**config.mk**
```make
export PLATFORM = sky130hd
export DESIGN_NAME = weighted_sum_flat
export DESIGN_NICKNAME = d
export VERILOG_FILES = /design/src/rtl/weighted_sum_pkg.sv /design/src/rtl/weighted_sum_if.sv /design/src/rtl/weighted_sum_sum_to_lut_addr.sv /design/src/rtl/weighted_sum.sv /design/src/flat_wrapper.sv
export SDC_FILE = /design/constraint.sdc
export NUM_CORES = 2
export LEC_CHECK = 0
export BUFFER_PORTS_ARGS = -buffer_cell sky130_fd_sc_hd__buf_2
export CAP_MARGIN = 10
export CORE_UTILIZATION = 50
export CTS_CLUSTER_SIZE = 10
export DETAILED_ROUTE_END_ITERATION = 8
export GPL_TIMING_DRIVEN = 0
export PLACE_DENSITY = 0.7
export SYNTH_ARGS = -nofsm -noshare
export SYNTH_HDL_FRONTEND = slang
export SYNTH_SLANG_ARGS = --single-unit
```
**constraint.sdc**
```tcl
create_clock -name clk -period 32.5 [get_ports clk]
set_input_delay 3.25 -clock clk [delete_from_list [all_inputs] [get_ports clk]]
set_output_delay 3.25 -clock clk [all_outputs]
set_load 0.005 [all_outputs]
```
**src/rtl/weighted_sum_pkg.sv**
```systemverilog
// Shared definitions for the weighted_sum block.
//   - FSM state encodings (IDLE=0, ACCUM=1, CONVERT=2)
//   - ceiling log2 and max helpers usable in constant expressions
//   - accumulator width derivation
// Optional feature macro: WEIGHTED_SUM_BIAS_EN (adds one accumulator bit for the bias term).
package weighted_sum_pkg;

    typedef enum logic [1:0] {
        ST_IDLE    = 2'd0,
        ST_ACCUM   = 2'd1,
        ST_CONVERT = 2'd2
    } state_t;

`ifdef WEIGHTED_SUM_BIAS_EN
    localparam int BIAS_BITS = 1;
`else
    localparam int BIAS_BITS = 0;
`endif

    // Ceiling log2; log2(1) = 0.
    function automatic int log2(input int value);
        int r;
        int v;
        r = 0;
        v = 1;
        while (v < value) begin
            v = v * 2;
            r = r + 1;
        end
        return r;
    endfunction

    function automatic int max_int(input int a, input int b);
        return (a > b) ? a : b;
    endfunction

    // Wide enough that INPUT_NUM full-scale products (plus bias) cannot overflow.
    function automatic int acc_width(input int prod_w, input int input_num);
        return prod_w + log2(input_num) + 1 + BIAS_BITS;
    endfunction

endpackage

```
**src/rtl/weighted_sum_if.sv**
```systemverilog
// Bus bundle between the weighted_sum block and its neighbours.
//   master: drives start/inputs/weights(/biases), receives addresses/valid/busy
//   slave : the weighted_sum block itself
// Signals:
//   start     - request a new computation
//   inputs    - INPUT_NUM signed inputs, input k at [k*INPUT_WIDTH +: INPUT_WIDTH]
//   weights   - weight(n,k) at [(n*INPUT_NUM+k)*WEIGHT_WIDTH +: WEIGHT_WIDTH]
//   biases    - bias n at [n*INPUT_WIDTH +: INPUT_WIDTH] (only with WEIGHTED_SUM_BIAS_EN)
//   addresses - offset-binary LUT address per neuron
//   valid     - one-cycle pulse marking new addresses
//   busy      - computation in progress
interface weighted_sum_if #(
    parameter int NEURON_NUM    = 6,
    parameter int INPUT_NUM     = 8,
    parameter int INPUT_WIDTH   = 8,
    parameter int WEIGHT_WIDTH  = 8,
    parameter int LUT_ADDR_SIZE = 10
);
    logic                                        start;
    logic [INPUT_NUM*INPUT_WIDTH-1:0]            inputs;
    logic [NEURON_NUM*INPUT_NUM*WEIGHT_WIDTH-1:0] weights;
`ifdef WEIGHTED_SUM_BIAS_EN
    logic [NEURON_NUM*INPUT_WIDTH-1:0]           biases;
`endif
    logic [NEURON_NUM*LUT_ADDR_SIZE-1:0]         addresses;
    logic                                        valid;
    logic                                        busy;

    modport master (
`ifdef WEIGHTED_SUM_BIAS_EN
        output biases,
`endif
        output start, inputs, weights,
        input  addresses, valid, busy
    );

    modport slave (
`ifdef WEIGHTED_SUM_BIAS_EN
        input  biases,
`endif
        input  start, inputs, weights,
        output addresses, valid, busy
    );
endinterface

```
**src/rtl/weighted_sum_sum_to_lut_addr.sv**
```systemverilog
// sum_to_lut_addr: combinational conversion of one neuron's accumulator to a LUT address.
// Arithmetic shift right (floor), clamp to the signed LUT range, then offset to unsigned.
// Ports:
//   i_acc  - signed accumulator value
//   o_addr - offset-binary LUT address
module sum_to_lut_addr
    import weighted_sum_pkg::*;
#(
    parameter int ACC_W         = 20,
    parameter int SUM_SHIFT     = 4,
    parameter int LUT_ADDR_SIZE = 10
) (
    input  logic signed [ACC_W-1:0]         i_acc,
    output logic        [LUT_ADDR_SIZE-1:0] o_addr
);
    // One bit wider than both operands so clamp bounds and offset fit without wrap.
    localparam int CMP_W = max_int(ACC_W, LUT_ADDR_SIZE) + 1;
    localparam logic signed [CMP_W-1:0] P_MAX    = CMP_W'((1 << (LUT_ADDR_SIZE - 1)) - 1);
    localparam logic signed [CMP_W-1:0] P_MIN    = ~P_MAX;
    localparam logic signed [CMP_W-1:0] P_OFFSET = P_MAX + CMP_W'(1);

    logic signed [ACC_W-1:0] w_shifted;
    logic signed [CMP_W-1:0] w_wide;
    logic signed [CMP_W-1:0] w_clamped;

    assign w_shifted = i_acc >>> SUM_SHIFT;
    assign w_wide    = CMP_W'(w_shifted);

    always_comb begin
        w_clamped = w_wide;
        if (w_wide > P_MAX) begin
            w_clamped = P_MAX;
        end else if (w_wide < P_MIN) begin
            w_clamped = P_MIN;
        end
    end

    assign o_addr = LUT_ADDR_SIZE'(w_clamped + P_OFFSET);
endmodule

```
**src/rtl/weighted_sum.sv**
```systemverilog
// weighted_sum: serial-over-inputs, parallel-over-neurons multiply-accumulate producing
// one activation-LUT address per neuron. Start-to-valid latency is INPUT_NUM+2 cycles.
// Ports:
//   clk - rising-edge clock
//   rst - synchronous active-high reset
//   bus - weighted_sum_if.slave (start, inputs, weights, [biases], addresses, valid, busy)
// Optional feature macro: WEIGHTED_SUM_BIAS_EN (accumulators start from the latched bias).
module weighted_sum
    import weighted_sum_pkg::*;
#(
    parameter int NEURON_NUM    = 6,
    parameter int INPUT_NUM     = 8,
    parameter int INPUT_WIDTH   = 8,
    parameter int WEIGHT_WIDTH  = 8,
    parameter int SUM_SHIFT     = 4,
    parameter int LUT_ADDR_SIZE = 10
) (
    input  logic          clk,
    input  logic          rst,
    weighted_sum_if.slave bus
);
    localparam int PROD_W = INPUT_WIDTH + WEIGHT_WIDTH;
    localparam int ACC_W  = acc_width(PROD_W, INPUT_NUM);
    localparam int K_W    = max_int(1, log2(INPUT_NUM));
    localparam logic [K_W-1:0] K_LAST = K_W'(INPUT_NUM - 1);

    state_t r_state;
    state_t w_next_state;
    logic   w_load;
    logic   w_accum;
    logic   w_convert;

    logic [K_W-1:0]                   r_k;
    logic signed [INPUT_WIDTH-1:0]    r_in  [INPUT_NUM];
    logic signed [WEIGHT_WIDTH-1:0]   r_wt  [NEURON_NUM][INPUT_NUM];
    logic signed [ACC_W-1:0]          r_acc [NEURON_NUM];
    logic [LUT_ADDR_SIZE-1:0]         r_addr[NEURON_NUM];
    logic                             r_valid;

    logic signed [INPUT_WIDTH-1:0]    w_in_bus  [INPUT_NUM];
    logic signed [WEIGHT_WIDTH-1:0]   w_wt_bus  [NEURON_NUM][INPUT_NUM];
    logic signed [PROD_W-1:0]         w_prod    [NEURON_NUM];
    logic signed [ACC_W-1:0]          w_acc_init[NEURON_NUM];
    logic [LUT_ADDR_SIZE-1:0]         w_addr    [NEURON_NUM];

    for (genvar gk = 0; gk < INPUT_NUM; gk++) begin : g_in
        assign w_in_bus[gk] = $signed(bus.inputs[gk*INPUT_WIDTH +: INPUT_WIDTH]);
    end

    for (genvar gn = 0; gn < NEURON_NUM; gn++) begin : g_neuron
        for (genvar gk = 0; gk < INPUT_NUM; gk++) begin : g_wt
            assign w_wt_bus[gn][gk] =
                $signed(bus.weights[(gn*INPUT_NUM+gk)*WEIGHT_WIDTH +: WEIGHT_WIDTH]);
        end
`ifdef WEIGHTED_SUM_BIAS_EN
        assign w_acc_init[gn] = ACC_W'($signed(bus.biases[gn*INPUT_WIDTH +: INPUT_WIDTH]));
`else
        assign w_acc_init[gn] = '0;
`endif
        assign w_prod[gn] = r_in[r_k] * r_wt[gn][r_k];

        sum_to_lut_addr #(
            .ACC_W        (ACC_W),
            .SUM_SHIFT    (SUM_SHIFT),
            .LUT_ADDR_SIZE(LUT_ADDR_SIZE)
        ) u_conv (
            .i_acc (r_acc[gn]),
            .o_addr(w_addr[gn])
        );

        assign bus.addresses[gn*LUT_ADDR_SIZE +: LUT_ADDR_SIZE] = r_addr[gn];
    end

    assign bus.valid = r_valid;
    assign bus.busy  = (r_state != ST_IDLE);

    always_ff @(posedge clk) begin
        if (rst) begin
            r_state <= ST_IDLE;
        end else begin
            r_state <= w_next_state;
        end
    end

    always_comb begin
        w_next_state = r_state;
        w_load       = 1'b0;
        w_accum      = 1'b0;
        w_convert    = 1'b0;
        unique case (r_state)
            ST_IDLE: begin
                if (bus.start) begin
                    w_load       = 1'b1;
                    w_next_state = ST_ACCUM;
                end
            end
            ST_ACCUM: begin
                w_accum = 1'b1;
                if (r_k == K_LAST) begin
                    w_next_state = ST_CONVERT;
                end
            end
            ST_CONVERT: begin
                w_convert    = 1'b1;
                w_next_state = ST_IDLE;
            end
            default: w_next_state = ST_IDLE;
        endcase
    end

    always_ff @(posedge clk) begin
        if (rst) begin
            r_k <= '0;
        end else if (w_load) begin
            r_k <= '0;
        end else if (w_accum) begin
            r_k <= r_k + 1'b1;
        end
    end

    // Operands are captured once so the source may change during the run.
    always_ff @(posedge clk) begin
        if (w_load) begin
            r_in <= w_in_bus;
            r_wt <= w_wt_bus;
        end
    end

    // ---- accumulate / convert stage ----
    always_ff @(posedge clk) begin
        if (rst) begin
            r_valid <= 1'b0;
            for (int n = 0; n < NEURON_NUM; n++) begin
                r_acc[n]  <= '0;
                r_addr[n] <= '0;
            end
        end else begin
            r_valid <= w_convert;
            for (int n = 0; n < NEURON_NUM; n++) begin
                if (w_load) begin
                    r_acc[n] <= w_acc_init[n];
                end else if (w_accum) begin
                    r_acc[n] <= r_acc[n] + ACC_W'(w_prod[n]);
                end
                if (w_convert) begin
                    r_addr[n] <= w_addr[n];
                end
            end
        end
    end
endmodule

```
**src/flat_wrapper.sv**
```systemverilog
// flat-port wrapper written by rule: the top's interface ports become plain ports
module weighted_sum_flat import weighted_sum_pkg::*;
#(
    parameter int NEURON_NUM    = 6,
    parameter int INPUT_NUM     = 8,
    parameter int INPUT_WIDTH   = 8,
    parameter int WEIGHT_WIDTH  = 8,
    parameter int SUM_SHIFT     = 4,
    parameter int LUT_ADDR_SIZE = 10
)
  (clk, rst, bus_start, bus_inputs, bus_weights, bus_addresses, bus_valid, bus_busy);
  weighted_sum_if #(.NEURON_NUM(NEURON_NUM), .INPUT_NUM(INPUT_NUM), .INPUT_WIDTH(INPUT_WIDTH), .WEIGHT_WIDTH(WEIGHT_WIDTH), .LUT_ADDR_SIZE(LUT_ADDR_SIZE)) bus_i ();
  input  logic clk;
  input  logic rst;
  input wire logic [$bits(bus_i.start)-1:0] bus_start;
  input wire logic [$bits(bus_i.inputs)-1:0] bus_inputs;
  input wire logic [$bits(bus_i.weights)-1:0] bus_weights;
  output wire logic [$bits(bus_i.addresses)-1:0] bus_addresses;
  output wire logic [$bits(bus_i.valid)-1:0] bus_valid;
  output wire logic [$bits(bus_i.busy)-1:0] bus_busy;
  assign bus_i.start = bus_start;
  assign bus_i.inputs = bus_inputs;
  assign bus_i.weights = bus_weights;
  assign bus_addresses = bus_i.addresses;
  assign bus_valid = bus_i.valid;
  assign bus_busy = bus_i.busy;
  weighted_sum #(.NEURON_NUM(NEURON_NUM), .INPUT_NUM(INPUT_NUM), .INPUT_WIDTH(INPUT_WIDTH), .WEIGHT_WIDTH(WEIGHT_WIDTH), .SUM_SHIFT(SUM_SHIFT), .LUT_ADDR_SIZE(LUT_ADDR_SIZE)) u_core (.clk(clk), .rst(rst), .bus(bus_i));
endmodule
```
==> results.json <==
{
  "fin_crit_sh": 0.2307,
  "grt_pass1_wl_microns": 185200,
  "grt.total_usage": 0.2794,
  "finalHoldViolCount": 0,
  "ys_ff_latch": 634,
  "path_buf_inv": 2,
  "grt.met2_usage": 0.4665,
  "drt_iter0_drc": 2183,
  "cpMaxStageDelayCell": "buf_1",
  "cp_max_fo": 12,
  "cts_htree_levels": 3,
  "drv_cap": 0,
  "cts_tree": "done",
  "avgSynthCellArea_sq_um": 13.20,
  "synth_flop_cell": "edfxtp_1",
  "min_path_type": "register to register",
  "insertion_delay_ns": 0.68,
  "ant_nets": 0,
  "overflow": 0,
  "fin_crit_ns": 7.497,
  "startpoint_type": "register",
  "path_class": "register to register",
  "synth_edf_count": 628,
  "die-area_sq_um": 91500,
  "slowest_delay_ns": 1.01,
  "first_global_vias": 30565,
  "status": "completed",
  "syn-num-nets": 4678,
  "cts_resized": 0,
  "ioPinCount": 513,
  "syn2layout_area_growth_pct": 14.76,
  "ys_types": 61,
  "viasPerCell": 5.502,
  "timing.fmax_mhz": 133.4,
  "postCtsSetupBuffers": 0,
  "rsz0062_at_grt": "no",
  "yosysSeqAreaShare": 0.4204,
  "multiInputGateArea_sq_um": 23610,
  "setup_viol_count_final": 0,
  "synth-compound-area-share": 0.03303,
  "synth_area_leaders": "edfxtp_1 42%, fa_1 23%, ha_1 7.7%",
  "fin_worst_skew_ns": 0.05330,
  "yosys_warnings": 0,
  "synth_top_family_by_area": "adder cells",
  "setup_tns_ns": 0,
  "final_layout_size_suffix_gt1_frac": 0.2210,
  "vias": 28744,
  "core_region_area_sq_um": 88920,
  "yosysTopAreaCellShare": 0.4177,
  "dp_hpwl_microns": 95960,
  "regArea_sq_um": 18980,
  "synth.area.mux_share": 0.07885,
  "initial_core_util": 0.5077,
  "cp_cell_sequence": "buf_6, mux4_2, mux2_2, buf_1, and2_1, fa_1, fa_1, fa_1, fa_1, ha_1, ha_1, o21ai_0, o21ai_0, a211oi_1, o21ai_0, a211oi_1, mux2i_1",
  "cts_max_path_buffers": 3,
  "cpMostUsedCell": "fa_1",
  "fill_cells": 7196,
  "antenna_found_initial": 8,
  "portBuffers": 511,
  "synth_xor_area_frac": 0.01901,
  "cts_root_buffer": "clkbuf_16",
  "clk_pin_slew_ns": 0.06,
  "hold_buffers": 0,
  "grt_max_degree": 57,
  "netlist_area_sq_um": 45150,
  "synth_top_cell_by_area": "edfxtp_1",
  "required_ns": 32.98,
  "num_rows": 109,
  "end_kind": "register",
  "synth-adder-area-share": 0.3112,
  "fin_nets": 5289,
  "synthCells": 3421,
  "grt.met3_usage": 0.06466,
  "wire_per_inst_microns": 23.59,
  "dr.pass1.iters": 5,
  "yosys.area_share.simple": 0.08026,
  "grt-busiest-layer": "met2",
  "drc": 0,
  "die_h_microns": 302.5,
  "die_w_microns": 302.5,
  "finalMaxSlewViolations": 0,
  "cts_num_sinks": 634,
  "cp_data_arrival_time_ns": 7.98,
  "tightest_slew_ns": 1.379,
  "max_slew_margin": 0.08059,
  "numCtsBuffers": 78,
  "met1_usage": 0.3525,
  "totalWireLength_microns": 123200,
  "synthArstFlopShare": 0,
  "cpLargestDelayFamily": "adder cells",
  "finalWeightedCongestion": 0.9362
}
-- metrics by stage --
stage,instance area [sq um],cells,utilization,setup slack (ns),hold slack [ns]
finish,51810,5224,0.5827,25.00,0.5765
global route,51810,5223,0.5827,24.71,0.6217
CTS,51790,5218,0.5824,25.15,0.5820
detailed placement,49580,5116,0.5576,25.13,0.5672
global placement,49160,5097,0.5529,1.755,0.5632
floorplan,45150,3421,-,9.557,0.5390
-- placed cells by master (no fill, tap or decap), drive strengths merged, types with 4 or more instances in the layout --
cell / count
a21oi: 54
ha: 278
clkinv: 12
diode: 5
xor2: 20
nand4: 19
nand3b: 4
nor4: 13
o31ai: 5
nor3: 38
mux2: 19
dfxtp: 6
fa: 528
or2: 45
xnor2: 78
a31oi: 6
o21a: 17
nor3b: 11
nand3: 12
inv: 565
a211oi: 27
nor2b: 8
mux2i: 53
nand2: 114
mux4: 112
nand2b: 25
nor2: 456
buf: 591
and2: 13
a21o: 21
o21bai: 12
o211ai: 8
edfxtp: 628
and3: 38
clkbuf: 113
or3: 7
a21boi: 6
o21ai: 66
-- state kept, by name, indices dropped and copies added (netlist names) --
register	count
u_core.r_in	64
u_core.bus.valid	1
u_core.r_state	2
u_core.r_addr	60
u_core.r_acc	120
u_core.r_wt	384
u_core.r_k	3
-- synth_stat cells, drive strengths merged, types with 21 or more instances --
master	number
fa	528
a21oi	54
nor2	456
and3	38
nand2	114
nor3	38
clkbuf	30
nand2b	25
edfxtp	628
or2	45
o21ai	66
buf	60
mux2i	53
mux4	112
inv	562
a211oi	27
a21o	21
ha	278
xnor2	78
-- final cells by class --
cell class / instances / area share
Antenna cell: 5 / 0.0002415
Buffer: 90 / 0.009225
Clock buffer: 83 / 0.03844
Clock inverter: 19 / 0.004154
Inverter: 562 / 0.04071
Multi-Input combinational cell: 2135 / 0.4557
Sequential cell: 634 / 0.3663
Tap cell: 1165 / 0.02813
Timing Repair Buffer: 531 / 0.05714
-- cells by family (layout without fill, tap and decap cells) --
family                   Yosys count  in the layout
AO/OA/AOI/OAI                    237            237
AND/OR/NAND/NOR                  810            810
multiplexers                     184            184
flip-flops                       634            634
adder cells (fa/ha/maj)          806            806
XOR/XNOR                          98             98
other                              0              5
buffers and inverters            652           1285
-- metal layers --
layer | wire [microns] | part of all wire
met1 | 47690 | 0.39
met3 | 10000 | 0.081
met4 | 5089 | 0.041
met5 | 22 | 0.00018
met2 | 60410 | 0.49
-- worst reg2reg max path, cell delays in order, from the launching register on --
cell	delay, ns
dfxtp_1	0.32
buf_6	0.14
mux4_2	0.34
mux2_2	0.49
buf_1	1.02
and2_1	0.77
fa_1	0.58
fa_1	0.51
fa_1	0.56
fa_1	0.41
ha_1	0.29
ha_1	0.33
o21ai_0	0.12
o21ai_0	0.18
a211oi_1	0.40
o21ai_0	0.23
a211oi_1	0.33
mux2i_1	0.27
-- path summary, 6_finish.rpt --
| check | start | endpoint | slack, ns | depth (start not counted) |
|---|---|---|---|---|
| worst min-delay path | u_core.r_acc[0][66] | u_core.r_addr[3][2] | 0.58 | 2 |
| worst max-delay path | u_core.r_k[0] | u_core.r_acc[0][38] | 25.00 | 17 |
| worst min register to register | u_core.r_acc[0][66] | u_core.r_addr[3][2] | 0.58 | 2 |
| worst max register to register | u_core.r_k[0] | u_core.r_acc[0][38] | 25.00 | 17 |
Power is not shown: default switching activity piles up to over one toggle a cycle in this logic, so the estimate is an artifact.
